===== config.mk =====
export PLATFORM = sky130hd
export DESIGN_NAME = mod_up_counter_flat
export DESIGN_NICKNAME = d
export VERILOG_FILES = /design/src/rtl/mod_up_counter_if.sv /design/src/rtl/mod_up_counter.sv /design/src/flat_wrapper.sv
export SDC_FILE = /design/constraint.sdc
export NUM_CORES = 1
export LEC_CHECK = 0
export ABC_AREA = 1
export BUFFER_PORTS_ARGS = -buffer_cell sky130_fd_sc_hd__clkbuf_2
export CORE_UTILIZATION = 50
export DETAILED_ROUTE_END_ITERATION = 16
export PLACE_DENSITY = 0.81
export SYNTH_ARGS = -nofsm -noshare
export SYNTH_HDL_FRONTEND = slang
export SYNTH_SLANG_ARGS = --single-unit

===== constraint.sdc =====
create_clock -name clk -period 2.8 [get_ports clk]
set_clock_uncertainty 0.15 [all_clocks]
set_input_delay 0.14 -clock clk [delete_from_list [all_inputs] [get_ports clk]]
set_output_delay 0.14 -clock clk [all_outputs]
set_load 0.1 [all_outputs]

===== src/rtl/mod_up_counter_if.sv =====
// Control/status bundle of the modulo-MOD up counter.
// The master drives the controls; the counter (slave) returns the count and flags.
interface mod_up_counter_if #(
  parameter int MOD  = 100,
  parameter int BITS = $clog2(MOD)
);
  logic            en;
  logic            clr;
  logic            load;
  logic [BITS-1:0] load_val;
  logic [BITS-1:0] count_out;
  logic            tc;
  logic            wrap;
  logic [3:0]      bcd_tens;
  logic [3:0]      bcd_ones;

  modport master (
    output en, clr, load, load_val,
    input  count_out, tc, wrap, bcd_tens, bcd_ones
  );

  modport slave (
    input  en, clr, load, load_val,
    output count_out, tc, wrap, bcd_tens, bcd_ones
  );
endinterface


===== src/rtl/mod_up_counter.sv =====
// Modulo-MOD up counter with clear, clamped load, wrap pulse and BCD digits.
// Define UP_COUNTER_SATURATE_EN to hold at MOD-1 instead of wrapping.
module mod_up_counter #(
  parameter int MOD = 100
) (
  input logic           clk,
  input logic           rst,
  mod_up_counter_if.slave bus
);
  localparam int BITS = $clog2(MOD);
  localparam logic [BITS-1:0] MAX = BITS'(MOD - 1);

  logic [BITS-1:0] cnt_q, cnt_d;
  logic            wrap_q, wrap_d;
  logic            tc;
  logic [BITS:0]   inc;
  logic [BITS-1:0] ld;
  logic [6:0]      v;
  logic [3:0]      tens;

  assign tc  = (cnt_q == MAX);
  assign inc = {1'b0, cnt_q} + {{BITS{1'b0}}, 1'b1};
  assign ld  = (bus.load_val > MAX) ? MAX : bus.load_val;

  always_comb begin
    cnt_d  = cnt_q;
    wrap_d = 1'b0;
    if (bus.clr) begin
      cnt_d = '0;
    end else if (bus.load) begin
      cnt_d = ld;
    end else if (bus.en) begin
      if (tc) begin
`ifdef UP_COUNTER_SATURATE_EN
        cnt_d = MAX;
`else
        cnt_d  = '0;
        wrap_d = 1'b1;
`endif
      end else begin
        // overflow guard keeps the count below MOD
        cnt_d = (inc > {1'b0, MAX}) ? '0 : inc[BITS-1:0];
      end
    end
  end

  always_ff @(posedge clk or posedge rst) begin
    if (rst) begin
      cnt_q  <= '0;
      wrap_q <= 1'b0;
    end else begin
      cnt_q  <= cnt_d;
      wrap_q <= wrap_d;
    end
  end

  // tens digit by threshold compare, ones by subtract
  always_comb begin
    v    = 7'(cnt_q);
    tens = 4'd0;
    for (int t = 1; t <= 9; t++) begin
      if (v >= 7'(10 * t)) tens = 4'(t);
    end
  end

  assign bus.bcd_tens  = tens;
  assign bus.bcd_ones  = 4'(v - 7'(10 * tens));
  assign bus.count_out = cnt_q;
  assign bus.tc        = tc;
  assign bus.wrap      = wrap_q;
endmodule


===== src/flat_wrapper.sv =====
// flat-port wrapper written by rule: the top's interface ports become plain ports
module mod_up_counter_flat 
#(
  parameter int MOD = 100
)
  (clk, rst, bus_en, bus_clr, bus_load, bus_load_val, bus_count_out, bus_tc, bus_wrap, bus_bcd_tens, bus_bcd_ones);
  mod_up_counter_if #(.MOD(MOD)) bus_i ();
  input logic clk;
  input logic rst;
  input wire logic [$bits(bus_i.en)-1:0] bus_en;
  input wire logic [$bits(bus_i.clr)-1:0] bus_clr;
  input wire logic [$bits(bus_i.load)-1:0] bus_load;
  input wire logic [$bits(bus_i.load_val)-1:0] bus_load_val;
  output wire logic [$bits(bus_i.count_out)-1:0] bus_count_out;
  output wire logic [$bits(bus_i.tc)-1:0] bus_tc;
  output wire logic [$bits(bus_i.wrap)-1:0] bus_wrap;
  output wire logic [$bits(bus_i.bcd_tens)-1:0] bus_bcd_tens;
  output wire logic [$bits(bus_i.bcd_ones)-1:0] bus_bcd_ones;
  assign bus_i.en = bus_en;
  assign bus_i.clr = bus_clr;
  assign bus_i.load = bus_load;
  assign bus_i.load_val = bus_load_val;
  assign bus_count_out = bus_i.count_out;
  assign bus_tc = bus_i.tc;
  assign bus_wrap = bus_i.wrap;
  assign bus_bcd_tens = bus_i.bcd_tens;
  assign bus_bcd_ones = bus_i.bcd_ones;
  mod_up_counter #(.MOD(MOD)) u_core (.clk(clk), .rst(rst), .bus(bus_i));
endmodule

## Word level (Yosys, flattened, before mapping)

Index checks and enable logic that the tools add are counted.
Widths: inputs -> output; s select.

| cells by class | value |
|---|---|
| mux-type cells | 19 |
| order comparisons | 11 |
| $add $sub $neg | 2 |
| reductions and logical operators | 1 |
| eq/ne operators | 1 |
| $mul | 1 |

Operator list:

| kind | count |
|---|---|
| $mux 7 | 6 |
| $ge 7x6->1 const B | 3 |
| $ge 7x7->1 const B | 3 |
| $ge 7x5->1 const B | 2 |
| $mux 3 | 4 |
| $add 7x1->8 const B | 1 |
| $gt 8x7->1 const B | 1 |
| $mux 4 | 2 |
| $eq 7x7->1 const B | 1 |
| $ge 7x4->1 const B | 1 |
| $gt 7x7->1 const B | 1 |
| $mux 1 | 5 |
| $mul 3x4->3 const A | 1 |
| $mux 2 | 2 |
| $sub 4x4->4 | 1 |
| $reduce_bool 3->1 | 1 |

| word-level totals | value |
|---|---|
| flip-flop bits (word level) | 8 |

## Logic depth before layout (Yosys ltp)

| logic depth | value |
|---|---|
| depth in word-level cells | 12 |
| mapped depth | 20 |

## Worst setup path after synthesis

OpenSTA, ideal clock, no wires.

| timing | value |
|---|---|
| path type | reg-to-output |
| start point | register u_core.cnt_q[4], in the netlist u_core.bus.count_out[4] |
| end point | output bus_bcd_ones[3] |
| arrival time | 4.747 ns |
| cell stages (with the launch flop) | 12 |
| path slack | -2.237 ns |
| data required time | 2.510 ns |
| path buffers | 1 |
| cells stage by stage | dfrtp_1 buf_2 o21ai_0 inv_1 nor2_1 fa_1 xnor2_1 xor2_1 inv_1 nand3_1 nand2_1 inv_1 |

| between the ends | value |
|---|---|
| elaborated cells on any way between the ends | 20 |
| those cells by class | 1 x add/sub; 1 x mul; 9 x order compare; 9 x mux |

RTL lines:

| what | line | source |
|---|---|---|
| from (decl) | mod_up_counter.sv:13 | `logic [BITS-1:0] cnt_q, cnt_d;` |
| from (signal assigned) | mod_up_counter.sv:52 | `cnt_q <= cnt_d;` |
| $ge 7x5->1 | mod_up_counter.sv:62 | `if (v >= 7'(10 * t)) tens = 4'(t);` |
| $mux 2 (2 in series) | mod_up_counter.sv:62 |  |
| $mux 3 (4 in series) | mod_up_counter.sv:62 |  |
| $mux 4 | mod_up_counter.sv:62 |  |
| $mux 4 * | mod_up_counter.sv:62 |  |
| via bus_bcd_tens[1] | flat_wrapper.sv:17 | `output wire logic [$bits(bus_i.bcd_tens)-1:0] bus_bcd_tens;` |
| $mul 3x4->3 * | mod_up_counter.sv:67 | `assign bus.bcd_ones = 4'(v - 7'(10 * tens));` |
| $sub 4x4->4 * | mod_up_counter.sv:67 |  |
| to (decl) | flat_wrapper.sv:18 | `output wire logic [$bits(bus_i.bcd_ones)-1:0] bus_bcd_ones;` |

The timed path passes the listed nets; every way through them passes the cells marked *.

## Worst setup path in the final report

| timing | value |
|---|---|
| start point | register u_core.cnt_q[1], in the netlist u_core.bus.count_out[1] |
| end point | output bus_bcd_ones[3] |

| between the ends | value |
|---|---|
| longest elaborated chain between the ends | 12 |
| elaborated cells on any way between the ends | 20 |
| those cells by class | 1 x add/sub; 1 x mul; 9 x order compare; 9 x mux |

RTL lines:

| what | line |
|---|---|
| $ge 7x4->1 | mod_up_counter.sv:62 |
| $mux 1 | mod_up_counter.sv:62 |
| $mux 2 (2 in series) | mod_up_counter.sv:62 |
| $mux 3 (4 in series) | mod_up_counter.sv:62 |
| $mux 4 (2 in series) | mod_up_counter.sv:62 |
| $mul 3x4->3 | mod_up_counter.sv:67 |
| $sub 4x4->4 * | mod_up_counter.sv:67 |

Mark *: on every way between the ends. The rest lies on a longest branch, timed or not.

==> metrics <==
maximum number of pins on one net before global-route repair 11; top fanout value on the critical path 4; worst skew pair latency 0.27 ns; critical path capture point bus_bcd_ones[3]; final hold violation count 0; predominant post-synthesis flop cell dfrtp_1; Top Ports 29; largest area contributor in the netlist dfrtp_1; Mapped Area just under 900 µm²; mean instance size in the synthesized netlist between 6 and 7 µm²; final std cells w/o fill 219; drc violations 0; Tot GR Track Use ~36%; clock sink count 8; Pins Over Slew Limit 0; Synth top cells by count nand2_1, inv_1, nor2_1; final period demand of the worst path 3.25 ns; quantity of I/O buffers inserted on ports 28; Int Pwr between 0.0003 and 0.0004 W; largest cells by area after synthesis dfrtp_1, nand2_1, inv_1, nor2_1, nand3_1; max-capacitance violation count 0; antenna violations before repair 0; power per standard cell area about 650 mW/mm²; unrepaired setup endpoints after global routing yes; flop-to-flop setup slack 0.71 ns; Yosys cell types 26; fraction of registers with async set/reset 100%; leakage about 0.76 nW; Crit Reg-Reg Startpoint u_core.bus.count_out[1]$_DFFE_PP0P_; number of fillers in the final layout 83; total design power 0.000921 W; Comb power frac 73.7%; routed len/inst roughly 15 µm; Warnings, synthesis 0; post-CTS clock slew at the launch and capture registers of the worst setup and hold paths about 0.07 ns; Pre-antenna DRT Iters 6; grt total ovfl 0; relative contribution of the clock network to total power about 11%; area used by multi-input combinational logic between 600 and 700 µm²; Die Span X between 40 and 50 µm; number of nets at the end of the flow between 200 and 250; timing startpoint of the critical path u_core.bus.count_out[1]$_DFFE_PP0P_; post-synth top area share a little under a quarter; dpl hpwl around 2200 µm; headroom to the max-slew limit a little under two thirds; Cell Rows 14; Worst Path Required between 2 and 3 ns; reg-to-reg endpoint u_core.bus.wrap$_DFF_PP0_; start-to-end type of the worst setup path register to output pin; clock tree root buffer cell clkbuf_4; run status finished, violations left; WL final between 3000 and 4000 µm; Layout Area Growth over Synthesis 60.0%; global-route wire length before repair approximately 5200 µm; maximum resistive drop on vdd 0.702 mV; switching power approximately 0.00053 W; share of layout cells above drive strength 1 around 45%; vias in the first global route approximately 1200; 1st-iter DRT viols 71; total number of vias 1180; Placed Cells incl. Taps between 200 and 250; violated checks negative setup slack; maximum number of buffers from clock root to sink 2; sequential element share of the synthesized area 22.6%; FF+latch count, synth 8; syn_nets approximately 160; number of setup violations in the final report 2; Reg area approximately 220 µm²; Std-Cell Core Area 0.00158 mm²; smallest setup slack after layout -0.450 ns; data arrival at the endpoint of the critical path between 2 and 3 ns; FMAX between 0.3 and 0.4 GHz; transition at the pin with the smallest max-transition slack approximately 0.55 ns; number of enable-type register cells in the synthesized netlist 0; Avg Vias per Cell approximately 5.4; number of CTS-inserted buffers 3; worst hold path type primary input to register; Die Height approximately 44 µm; initial core utilization between 50% and 60%; kind of end point of the critical path output pin; remaining number of nets flagged by the antenna check after routing 0; number of cell instances on the worst register-to-register path 5; final hold slack 0.0893 ns; H-tree lvl count 1; most frequently used cell type in the post-synthesis netlist nand2_1; gate count of the mapped netlist about 150; number of antenna cells inserted 0; GP Congestion about 0.94; area enclosed by the die boundary between 0.0015 and 0.002 mm²; share of total power consumed by net switching between 50% and 60%; kind of start point of the critical path register; sequential share of power 15.3%; clock tree from TritonCTS done; share of the clock period used by the worst path 116%
-- registers in the layout, summed over array words and instances, names as in the netlist --
signal,count
u_core.bus.wrap,1
u_core.bus.count_out,7
-- per-stage QoR --
step	worst slack [ns]	utilization (%)	setup TNS, ns	area (µm²)
after floorplan	-0.817	-	-1.36	953
after global placement	-0.152	82.1	-0.152	1290
after detailed placement	-0.256	82.1	-0.256	1290
after CTS	-0.369	88.1	-0.377	1390
after global routing	-0.623	89.8	-0.806	1420
final	-0.450	89.8	-0.527	1420
-- cells in the final DEF (no fill, tap or decap), types with 2 or more instances in the layout --
master and instances:
nand3_1 11, nand2_1 40, o21ai_0 3, dlygate4sd3_1 3, clkbuf_4 3, nand2_2 4
clkbuf_2 25, clkinvlp_4 4, nand3_2 2, o21ai_1 2, buf_12 2, ha_4 2
inv_2 4, a21oi_1 4, xor2_1 6, nor2_1 16, dfrtp_4 3, buf_4 28
inv_1 16, nor2_2 3, dfrtp_2 4
-- how the worst min path moves through the flow --
stage / start / endpoint / slack (ns) / cells past startpoint
6_report: bus_load_val[0] / u_core.bus.count_out[0]$_DFFE_PP0P_ / 0.09 / 5
5_1_grt: bus_load_val[4] / u_core.bus.count_out[4]$_DFFE_PP0P_ / 0.10 / 5
4_1_cts: bus_load_val[2] / u_core.bus.count_out[2]$_DFFE_PP0P_ / 0.08 / 5
3_5_place_dp: rst / u_core.bus.count_out[4]$_DFFE_PP0P_ / -0.08 / 2
3_3_place_gp: rst / u_core.bus.wrap$_DFF_PP0_ / -0.08 / 2
2_1_floorplan: rst / u_core.bus.wrap$_DFF_PP0_ / -0.19 / 1
-- per-layer routing --
layer	share of wire [%]	vias up	track usage [%]	wire (µm)
met2	49	73	61.2	1550
li1	-	563	-	-
met5	0	-	0	0
met3	8.5	8	8.98	270
met1	40	536	45.5	1280
met4	2.3	0	12.1	72
-- cell families after synthesis --
kind of cell               share of synthesized area, %
and+or+nand+nor                                    40.7
AOI/OAI and AO/OA                                  8.91
DFF                                                22.6
adders and majority gates                          6.51
xor gates and xnor gates                           6.93
buffers and inverters                              14.3
-- power by group through the flow --
| stage | combinational (W) | clock (W) | sequential (W) |
|---|---|---|---|
| final | 0.000679 | 0.000102 | 0.000141 |
| after global routing | 0.000710 | 0.000110 | 0.000141 |
| after CTS | 0.000658 | 0.000102 | 0.000139 |
| after detailed placement | 0.000632 | 0 | 0.000140 |
| after global placement | 0.000621 | 0 | 0.000140 |
| after floorplan | 0.000390 | 0 | 0.000204 |
-- critical path, cell delays in order (launching register included) --
cell	delay, ns
dfrtp_2	0.46
nor2_1	0.16
inv_1	0.09
o211ai_1	0.25
nand2_1	0.10
nand2_1	0.06
nand2_1	0.06
nand2_2	0.10
nand2_4	0.07
ha_4	0.16
fa_2	0.37
xnor2_2	0.15
xor2_1	0.21
inv_1	0.08
nand3_2	0.08
nand2_2	0.06
clkinvlp_4	0.08
buf_12	0.16
-- timing repair --
action,CTS,global route
endpoints found under the hold margin,9,0
buffers inserted,1,1
gates cloned,0,0
hold buffers,3,0
setup endpoints to repair,2,2
pin swaps,8,1
gates resized for setup,7,5
-- final cells by class --
class	instances	share of cell area [%]
flip-flops and latches	8	15.3
well taps	16	1.41
multi-input cells	108	44.9
inverters	25	7.87
repair buffers	58	28.6
clock buffers	4	1.86
(Power assumes the default switching activity.)
